<file path="config.mk">
export PLATFORM = sky130hd
export DESIGN_NAME = gpio_write_arbiter
export DESIGN_NICKNAME = d
export VERILOG_FILES = /design/src/rtl/gpio_arb_pkg.sv /design/src/rtl/gpio_write_arbiter_rr_picker.sv /design/src/rtl/gpio_write_arbiter.sv
export SDC_FILE = /design/constraint.sdc
export NUM_CORES = 1
export LEC_CHECK = 0
export CAP_MARGIN = 20
export CORE_AREA = 10 10 121 123
export DETAILED_ROUTE_END_ITERATION = 10
export DIE_AREA = 0 0 131 133
export GPL_TIMING_DRIVEN = 0
export PLACE_DENSITY = 0.84
export SYNTH_ARGS = -nofsm -noshare
export SYNTH_HDL_FRONTEND = slang
export SYNTH_SLANG_ARGS = --single-unit
</file>
<file path="constraint.sdc">
create_clock -name clk_i -period 6.85 [get_ports clk_i]
set_clock_uncertainty 0.1 [all_clocks]
set_input_delay 2.055 -clock clk_i [delete_from_list [all_inputs] [get_ports clk_i]]
set_output_delay 2.055 -clock clk_i [all_outputs]
set_load 0.1 [all_outputs]
</file>
<file path="src/rtl/gpio_arb_pkg.sv">
// -----------------------------------------------------------------------------
// gpio_arb_pkg
//   Shared types and helpers for the GPIO write arbiter.
//   - arb_state_e  : arbiter FSM states (idle, granting the write, acknowledging)
//   - NumReqDef    : default number of requesters
//   - DataWDef     : default GPIO width
//   - merge_masked : per-bit masked merge used for the read-modify-write
// -----------------------------------------------------------------------------
package gpio_arb_pkg;

   typedef enum logic [1:0] {
      StIdle  = 2'd0,
      StGrant = 2'd1,
      StAck   = 2'd2
   } arb_state_e;

   localparam int unsigned NumReqDef = 4;
   localparam int unsigned DataWDef  = 32;

   // Bitwise form of (old & ~mask) | (data & mask); applied across the word by the caller.
   function automatic logic merge_masked(input logic old_bit,
                                         input logic data_bit,
                                         input logic mask_bit);
      return mask_bit ? data_bit : old_bit;
   endfunction

endpackage

</file>
<file path="src/rtl/gpio_write_arbiter_rr_picker.sv">
// -----------------------------------------------------------------------------
// rr_picker
//   Combinational round-robin search. Returns the first set bit of req_i when
//   searching rr_ptr_i+1, rr_ptr_i+2, ... modulo NumReq, so the last grantee
//   has the lowest priority.
//   Ports:
//     req_i     : request vector (already filtered by any ownership rule)
//     rr_ptr_i  : index of the most recent grantee
//     winner_o  : index of the selected requester (0 when none)
//     valid_o   : high when at least one request is set
// -----------------------------------------------------------------------------
module rr_picker #(
   parameter int unsigned NumReq = 4
) (
   input  logic [NumReq-1:0]         req_i,
   input  logic [$clog2(NumReq)-1:0] rr_ptr_i,
   output logic [$clog2(NumReq)-1:0] winner_o,
   output logic                      valid_o
);

   localparam int unsigned IdxW = $clog2(NumReq);

   int unsigned idx;

   always_comb begin
      winner_o = '0;
      valid_o  = 1'b0;
      idx      = 0;
      for (int unsigned off = 1; off <= NumReq; off++) begin
         // rr_ptr_i < NumReq, so one subtraction is enough for the wrap.
         idx = 32'(rr_ptr_i) + off;
         if (idx >= NumReq) begin
            idx = idx - NumReq;
         end
         if (!valid_o && req_i[IdxW'(idx)]) begin
            valid_o  = 1'b1;
            winner_o = IdxW'(idx);
         end
      end
   end

endmodule

</file>
<file path="src/rtl/gpio_write_arbiter.sv">
// -----------------------------------------------------------------------------
// gpio_write_arbiter
//   Shares the single write port of the GPIO output register among NumReq bus
//   masters. Round-robin arbitration, one masked read-modify-write per grant.
//   The GPIO block cannot read back its output register, so a shadow copy of
//   the output value is kept here and used as the "old" value of each merge.
//
//   Sequence per transfer: StIdle (arbitrate) -> StGrant (gpio_we_o pulse,
//   shadow updated) -> StAck (ack_o pulse, round-robin pointer advanced).
//
//   Ports:
//     clk_i          : clock
//     rst_ni         : asynchronous active-low reset
//     req_i          : per-master write request, held until ack
//     wdata_i        : per-master write data, slice i = master i
//     wmask_i        : per-master bit mask, 1 = bit is written
//     lock_i         : per-master lock request (GPIO_ARB_LOCK_EN builds only)
//     ack_o          : one-cycle one-hot completion pulse
//     gpio_we_o      : write enable to the GPIO block
//     gpio_wdata_o   : write data to the GPIO block, holds while gpio_we_o=0
//     gpio_shadow_o  : current GPIO output value
//     grant_id_o     : index of the current or most recent grantee
//     busy_o         : high while a transfer is in progress
//
//   Configuration macro:
//     GPIO_ARB_LOCK_EN : adds lock_i; a master acked with lock high becomes the
//                        owner and is the only one granted until it is acked
//                        with lock low.
// -----------------------------------------------------------------------------
module gpio_write_arbiter
   import gpio_arb_pkg::*;
#(
   parameter int unsigned      NumReq = NumReqDef,
   parameter int unsigned      DataW  = DataWDef,
   parameter logic [DataW-1:0] RstVal = '0
) (
   input  logic                      clk_i,
   input  logic                      rst_ni,
   input  logic [NumReq-1:0]         req_i,
   input  logic [NumReq*DataW-1:0]   wdata_i,
   input  logic [NumReq*DataW-1:0]   wmask_i,
`ifdef GPIO_ARB_LOCK_EN
   input  logic [NumReq-1:0]         lock_i,
`endif
   output logic [NumReq-1:0]         ack_o,
   output logic                      gpio_we_o,
   output logic [DataW-1:0]          gpio_wdata_o,
   output logic [DataW-1:0]          gpio_shadow_o,
   output logic [$clog2(NumReq)-1:0] grant_id_o,
   output logic                      busy_o
);

   localparam int unsigned IdxW = $clog2(NumReq);

   arb_state_e        state_q;
   logic [IdxW-1:0]   rr_ptr_q;
   logic [IdxW-1:0]   grant_id_q;
   logic [DataW-1:0]  shadow_q;

   logic [NumReq-1:0] eligible;
   logic [IdxW-1:0]   pick_idx;
   logic              pick_valid;
   logic [DataW-1:0]  sel_wdata;
   logic [DataW-1:0]  sel_wmask;
   logic [DataW-1:0]  merged;

   // ---------------------------------------------------------------------------
   // Request filtering: with an owner present only the owner may win.
   // ---------------------------------------------------------------------------
`ifdef GPIO_ARB_LOCK_EN
   logic            owner_valid_q;
   logic [IdxW-1:0] owner_q;

   always_comb begin
      eligible = req_i;
      if (owner_valid_q) begin
         eligible           = '0;
         eligible[owner_q]  = req_i[owner_q];
      end
   end
`else
   assign eligible = req_i;
`endif

   rr_picker #(
      .NumReq (NumReq)
   ) u_rr_picker (
      .req_i    (eligible),
      .rr_ptr_i (rr_ptr_q),
      .winner_o (pick_idx),
      .valid_o  (pick_valid)
   );

   // ---------------------------------------------------------------------------
   // Masked merge of the grantee's data into the shadow value. wdata/wmask are
   // only consumed while in StGrant.
   // ---------------------------------------------------------------------------
   assign sel_wdata = wdata_i[grant_id_q*DataW +: DataW];
   assign sel_wmask = wmask_i[grant_id_q*DataW +: DataW];

   always_comb begin
      merged = shadow_q;
      for (int unsigned b = 0; b < DataW; b++) begin
         merged[b] = merge_masked(shadow_q[b], sel_wdata[b], sel_wmask[b]);
      end
   end

   // ---------------------------------------------------------------------------
   // Arbiter FSM, shadow register and round-robin pointer.
   // Reset points rr_ptr_q at the last master so master 0 wins first.
   // ---------------------------------------------------------------------------
   always_ff @(posedge clk_i or negedge rst_ni) begin
      if (!rst_ni) begin
         state_q       <= StIdle;
         rr_ptr_q      <= IdxW'(NumReq - 1);
         grant_id_q    <= '0;
         shadow_q      <= RstVal;
`ifdef GPIO_ARB_LOCK_EN
         owner_valid_q <= 1'b0;
         owner_q       <= '0;
`endif
      end else begin
         unique case (state_q)
            StIdle: begin
               if (pick_valid) begin
                  grant_id_q <= pick_idx;
                  state_q    <= StGrant;
               end
            end
            StGrant: begin
               shadow_q <= merged;
               state_q  <= StAck;
            end
            StAck: begin
               rr_ptr_q <= grant_id_q;
`ifdef GPIO_ARB_LOCK_EN
               // With an owner only the owner reaches StAck, so this one
               // assignment both takes and releases ownership.
               owner_valid_q <= lock_i[grant_id_q];
               owner_q       <= grant_id_q;
`endif
               state_q  <= StIdle;
            end
            default: begin
               state_q <= StIdle;
            end
         endcase
      end
   end

   // ---------------------------------------------------------------------------
   // Outputs, decoded from the state register.
   // gpio_wdata_o shows the shadow when idle; after a write the shadow equals
   // the value just written, so the write port appears to hold its last value.
   // ---------------------------------------------------------------------------
   always_comb begin
      ack_o = '0;
      if (state_q == StAck) begin
         ack_o[grant_id_q] = 1'b1;
      end
   end

   assign gpio_we_o     = (state_q == StGrant);
   assign gpio_wdata_o  = gpio_we_o ? merged : shadow_q;
   assign gpio_shadow_o = shadow_q;
   assign grant_id_o    = grant_id_q;
   assign busy_o        = (state_q != StIdle);

endmodule

</file>
# After elaboration in Yosys (flattened, before gate mapping)
# Index checks and enable logic that the tools add are counted.
dict set report word_totals {
  in_bits 262
  ff_bits 38
  word_cells 95
  out_inout_bits 72
}
dict set report op_classes {
  muxes 58
  eq_ne 3
  n_lt_le_gt_ge 10
  reduce_logical 10
  shift 2
  n_addsub 8
}
# operator count
set op_table {}
lappend op_table {{$shiftx A128 B8 Y32} 2}
lappend op_table {{$mux W1} 41}
lappend op_table {{$mux W32} 1}
lappend op_table {{$mux W2} 9}
lappend op_table {{$lt A2 B3 Y1 const B} 5}
lappend op_table {{$ge A3 B3 Y1 const B} 3}
lappend op_table {{$bmux W1 S2} 4}
lappend op_table {{$sub A2 B1 Y2 const B} 4}
lappend op_table {{$add A2 B2 Y3 const B} 2}
lappend op_table {{$add A2 B3 Y4 const B} 1}
lappend op_table {{$ge A4 B3 Y1 const B} 1}
lappend op_table {{$logic_and A1 B1 Y1} 4}
lappend op_table {{$mux W4} 1}
lappend op_table {{$pmux W2 S2} 1}
lappend op_table {{$add A2 B1 Y3 const B} 1}
lappend op_table {{$logic_not A1 Y1} 3}
lappend op_table {{$demux W1 S2} 1}
lappend op_table {{$eq A2 B1 Y1 const B} 1}
lappend op_table {{$eq A2 B2 Y1 const B} 1}
lappend op_table {{$ge A2 B1 Y1 const B} 1}
lappend op_table {{$logic_not A2 Y1} 1}
lappend op_table {{$ne A2 B2 Y1 const B} 1}
lappend op_table {{$reduce_and A2 Y1} 1}
lappend op_table {{$reduce_bool A2 Y1} 1}

# Depth between registers and ports, before layout
dict set report logic_depth {
  word_depth 17
  ltp_mapped 5
  ltp_nobuf 4
}

# By module
# From an unflattened synthesis, not the netlist that was laid out.
dict set report hier_totals {
  hier_cells 255
  hier_area_um2 3488.3
}
# mod seq_area_each_um2 cells_per_inst area_per_inst_um2 n_inst
set modules_own_cells {}
lappend modules_own_cells {gpio_write_arbiter 953.4 241 3397.0 1}
lappend modules_own_cells {rr_picker 0.0 14 91.3 1}

# Worst setup path before layout
# No wires, ideal clock.
dict set report synth_path {
  path_kind {register to output}
  from {register grant_id_q[1], in the netlist grant_id_o[1]}
  to {output ack_o[2]}
  path_stages_with_launch 4
  setup_slack_ps 995
  t_arrival_ps 3700
  required_ps 4695
  path_buffers 2
  cell_sequence {dfrtp_1 -> clkbuf_1 -> clkbuf_1 -> nor3b_1}
}
dict set report synth_via {
  elab_chain_cells 5
  elab_cells_between_ends 6
  cone_classes {order compare (2); mux (3); reduce/logical (1)}
}
# item line
set synth_rtl {}
lappend synth_rtl {{start, declared} gpio_write_arbiter.sv:57} ;# logic [IdxW-1:0] grant_id_q;
lappend synth_rtl {{start signal, assigned} gpio_write_arbiter.sv:126} ;# grant_id_q <= pick_idx;
lappend synth_rtl {{$lt A2 B3 Y1 (implied by the code) / $ge A2 B1 Y1 (equally long branches)} gpio_write_arbiter.sv:159} ;# ack_o[grant_id_q] = 1'b1;
lappend synth_rtl {{$logic_and A1 B1 Y1 (implied by the code)} gpio_write_arbiter.sv:159}
lappend synth_rtl {{$mux W1 (implied by the code)} gpio_write_arbiter.sv:159}
lappend synth_rtl {{$demux W1 S2 *} gpio_write_arbiter.sv:159}
lappend synth_rtl {{$mux W4 *} gpio_write_arbiter.sv:158} ;# if (state_q == StAck) begin
lappend synth_rtl {{end, declared} gpio_write_arbiter.sv:45} ;# output logic [NumReq-1:0] ack_o,
# Every way passes the cells marked *; elsewhere a longest branch is shown, timed or not.

# Worst setup path in the final report
dict set report layout_path {
  from {input wmask_i[104]}
  to {output gpio_wdata_o[8]}
}
dict set report layout_via {
  elab_chain_cells 3
}
# item line
set layout_rtl {}
lappend layout_rtl {{start, declared} gpio_write_arbiter.sv:41} ;# input logic [NumReq*DataW-1:0] wmask_i,
lappend layout_rtl {{$shiftx A128 B8 Y32} gpio_write_arbiter.sv:99} ;# assign sel_wmask = wmask_i[grant_id_q*DataW +: DataW];
lappend layout_rtl {{$mux W1} gpio_arb_pkg.sv:24} ;# return mask_bit ? data_bit : old_bit;
lappend layout_rtl {{$mux W32} -}
lappend layout_rtl {{end, declared} gpio_write_arbiter.sv:47} ;# output logic [DataW-1:0] gpio_wdata_o,
# No other way between the ends.

==> run_summary.xml <==
<?xml version="1.0" encoding="UTF-8"?>
<metrics>
  <group name="detailed_routing">
    <metric name="wl_per_cell" unit="um">24.5</metric>
    <metric name="drt_iter0_drc" unit="">115</metric>
    <metric name="routed_wl" unit="um">18000</metric>
    <metric name="postRouteAntennaNets" unit="">0</metric>
    <metric name="detailedRoute.firstPassIterationCount" unit="">4</metric>
    <metric name="routed-via-count" unit="">3576</metric>
    <metric name="route.detailed.vias_per_inst" unit="">4.86</metric>
    <metric name="route.detailed.drc" unit="">0</metric>
  </group>
  <group name="cts">
    <metric name="cts_root_buffer" unit="">clkbuf_16</metric>
    <metric name="tritoncts_buffers" unit="">5</metric>
    <metric name="tritoncts_clock_tree" unit="">done</metric>
    <metric name="worst_skew_pair.late_latency" unit="ns">0.28</metric>
    <metric name="cts_setup_buffers" unit="">0</metric>
    <metric name="cts-htree-levels" unit="">2</metric>
    <metric name="clock_path_buffers" unit="">2</metric>
    <metric name="tritoncts_num_sinks" unit="">38</metric>
    <metric name="cts_resized" unit="">0</metric>
    <metric name="clk_pin_slew_worst_paths" unit="ns">0.06</metric>
    <metric name="ctsHoldBuffers" unit="">0</metric>
  </group>
  <group name="critical_path">
    <metric name="worstPathMaxFanout" unit="">2</metric>
    <metric name="timing.critical_path.arrival" unit="ns">4.41</metric>
    <metric name="worst_setup_start_kind" unit="">input pin</metric>
    <metric name="critical_path.endpoint_type" unit="">output port</metric>
    <metric name="critical_path_type" unit="">input pin to output port</metric>
    <metric name="cp.required" unit="ns">4.70</metric>
  </group>
  <group name="synthesis">
    <metric name="number_of_warnings_issued_by_yosys" unit="">0</metric>
    <metric name="synth.yosys.seq_area_share" unit="">0.296</metric>
    <metric name="synth_cell_type_count" unit="">27</metric>
    <metric name="synthesis.area" unit="mm^2">0.00322</metric>
    <metric name="synth_area_per_cell" unit="um^2">14.5</metric>
    <metric name="postSynthRegisterBits" unit="">38</metric>
    <metric name="postSynthNetCount" unit="">484</metric>
    <metric name="synthesized_netlist_cell_count" unit="">222</metric>
  </group>
  <group name="grt">
    <metric name="maximum_number_of_pins_on_one_net_before_global_route_repair" unit="">21</metric>
    <metric name="first_pass_grt_wire_length" unit="um">26300</metric>
    <metric name="grt_pass1_vias" unit="">4337</metric>
    <metric name="grt.overflow.total" unit="">0</metric>
    <metric name="initial_antenna_violation_count" unit="">0</metric>
    <metric name="grt_usage" unit="">0.199</metric>
  </group>
  <group name="cells_and_area">
    <metric name="layout.cells.non_filler" unit="">736</metric>
    <metric name="layout.filler_cells" unit="">1034</metric>
    <metric name="post-route-util" unit="">0.561</metric>
    <metric name="fraction_of_layout_cells_with_a_size_suffix_above_1" unit="">0.216</metric>
    <metric name="ant_diodes" unit="">0</metric>
    <metric name="num-nets-final" unit="">825</metric>
    <metric name="synthToLayoutAreaGrowth" unit="%">116</metric>
  </group>
  <group name="place">
    <metric name="gpl.final_weighted_congestion" unit="">0.904</metric>
    <metric name="dp_cell_count" unit="">728</metric>
    <metric name="port-buffer-count" unit="">333</metric>
    <metric name="post-dp-hpwl" unit="um">15700</metric>
  </group>
  <group name="floorplan">
    <metric name="die-area" unit="mm^2">0.0174</metric>
    <metric name="ioPinCount" unit="">334</metric>
    <metric name="die_y" unit="um">133</metric>
    <metric name="rows" unit="">41</metric>
    <metric name="core" unit="mm^2">0.0124</metric>
    <metric name="initial_utilization" unit="">0.260</metric>
    <metric name="die_x" unit="um">131</metric>
  </group>
  <group name="timing">
    <metric name="period_minus_slack" unit="ns">6.57</metric>
    <metric name="setup_total_negative_slack" unit="ns">0</metric>
    <metric name="rsz0062_at_grt" unit="">false</metric>
    <metric name="final-setup-viol-count" unit="">0</metric>
    <metric name="finalHoldViolations" unit="">0</metric>
    <metric name="finalMaxSlewViolations" unit="">0</metric>
    <metric name="timing_worst_slew_pin_value" unit="ns">1.06</metric>
    <metric name="timing.fmax" unit="MHz">152</metric>
    <metric name="timing.final.crit_share" unit="">0.959</metric>
    <metric name="timing.slew.headroom" unit="">0.293</metric>
  </group>
  <group name="run_status">
    <metric name="outcome" unit="">finished, final reports clean</metric>
  </group>
  <group name="min_path">
    <metric name="min_path_type" unit="">register to register</metric>
  </group>
  <group name="job">
    <metric name="maxCapViolCount" unit="">0</metric>
  </group>
</metrics>
## cell usage in the layout, fill, tap and decap left out, drive strengths merged
master	synthesis	routed
mux4	64	64
dfrtp	36	36
a21oi	1	1
mux2	33	33
inv	2	2
mux2i	2	2
nand2b	2	2
nor3b	1	1
nand3	2	2
a21o	1	1
a31oi	1	1
or2	1	1
a2bb2oi	1	1
o221ai	2	2
o22ai	1	1
clkbuf	6	13
and3	1	1
nor3	1	1
buf	15	17
nor2b	3	3
clkdlybuf4s50	0	332
nand2	40	40
nor2	4	4
dfstp	2	2
clkinv	0	1
## cell families after synthesis
group           synth area share
simple gates              0.0720
flops                      0.296
buf+inv                   0.0455
compound gates            0.0160
mux                        0.570
## state kept, by name, indices dropped and copies added, names as in the netlist
register	flops
grant_id_o	2
rr_ptr_q	2
gpio_shadow_o	32
state_q	2
## routing by layer
metal  vias up  GRT usage  part of all wire
li1       1578          -                 -
met2       191      0.374              0.54
met3        18     0.0723              0.10
met1      1789      0.200              0.34
met5         -          0                 0
met4         0     0.0482             0.017
## critical path: stages
cell	delay [ns]
clkdlybuf4s50_1	0.43
mux4_2	0.47
nand2_1	0.09
mux2_2	0.37
clkdlybuf4s50_1	0.99
## metrics by stage
step | worst slack (ns) | area [um^2] | hold WS, ns
floorplan | 0.995 | 3220 | 0.352
global placement | 0.286 | 6760 | 0.376
detailed placement | 0.292 | 6790 | 0.382
CTS | 0.286 | 6930 | 0.393
global route | 0.259 | 6930 | 0.430
finish | 0.283 | 6930 | 0.397
## cell type report
| type | instances | area [um^2] | share of cell area |
|---|---|---|---|
| multi-input cells | 161 | 2120 | 0.305 |
| well taps | 172 | 215 | 0.0310 |
| clock buffers | 7 | 143 | 0.0206 |
| clock inverters | 1 | 5.00 | 0.000722 |
| inverters | 2 | 7.51 | 0.00108 |
| plain buffers | 21 | 139 | 0.0200 |
| repair buffers | 334 | 3360 | 0.484 |
| flip-flops and latches | 38 | 953 | 0.137 |
## cell usage after synthesis
cell type	n	area share
clkbuf_1	6	0.0070
a31oi_1	1	0.0019
nand2b_1	2	0.0039
nand2_1	40	0.047
a21o_1	1	0.0023
or2_2	1	0.0019
nor3_1	1	0.0016
o22ai_1	1	0.0019
a2bb2oi_1	1	0.0027
buf_4	3	0.0070
mux2_2	33	0.12
a21oi_1	1	0.0016
buf_6	1	0.0035
buf_2	7	0.011
buf_1	2	0.0023
nor2b_1	3	0.0058
nor3b_1	1	0.0023
mux4_2	64	0.45
o221ai_1	2	0.0054
dfstp_2	2	0.016
dfrtp_1	36	0.28
buf_12	2	0.012
nand3_1	2	0.0031
mux2i_1	2	0.0062
nor2_1	4	0.0047
inv_1	2	0.0023
and3_1	1	0.0019
## final timing paths
check / startpoint / to / slack (ns) / depth (start not counted)
worst min-delay path: state_q[1]$_DFFE_PN0P_ / state_q[1]$_DFFE_PN0P_ / 0.40 / 1
worst min register to register: state_q[1]$_DFFE_PN0P_ / state_q[1]$_DFFE_PN0P_ / 0.40 / 1
min in group asynchronous: rst_ni / gpio_shadow_o[16]$_DFF_PN0_ / 1.64 / 1
worst max-delay path: wmask_i[104] / gpio_wdata_o[8] / 0.28 / 5
max in group asynchronous: rst_ni / rr_ptr_q[1]$_DFFE_PN1P_ / 4.44 / 2
worst max register to register: grant_id_o[1]$_DFFE_PN0P_ / gpio_shadow_o[23]$_DFF_PN0_ / 4.68 / 4
Power is not shown: default switching activity piles up to over one toggle a cycle in this logic, so the estimate is an artifact.
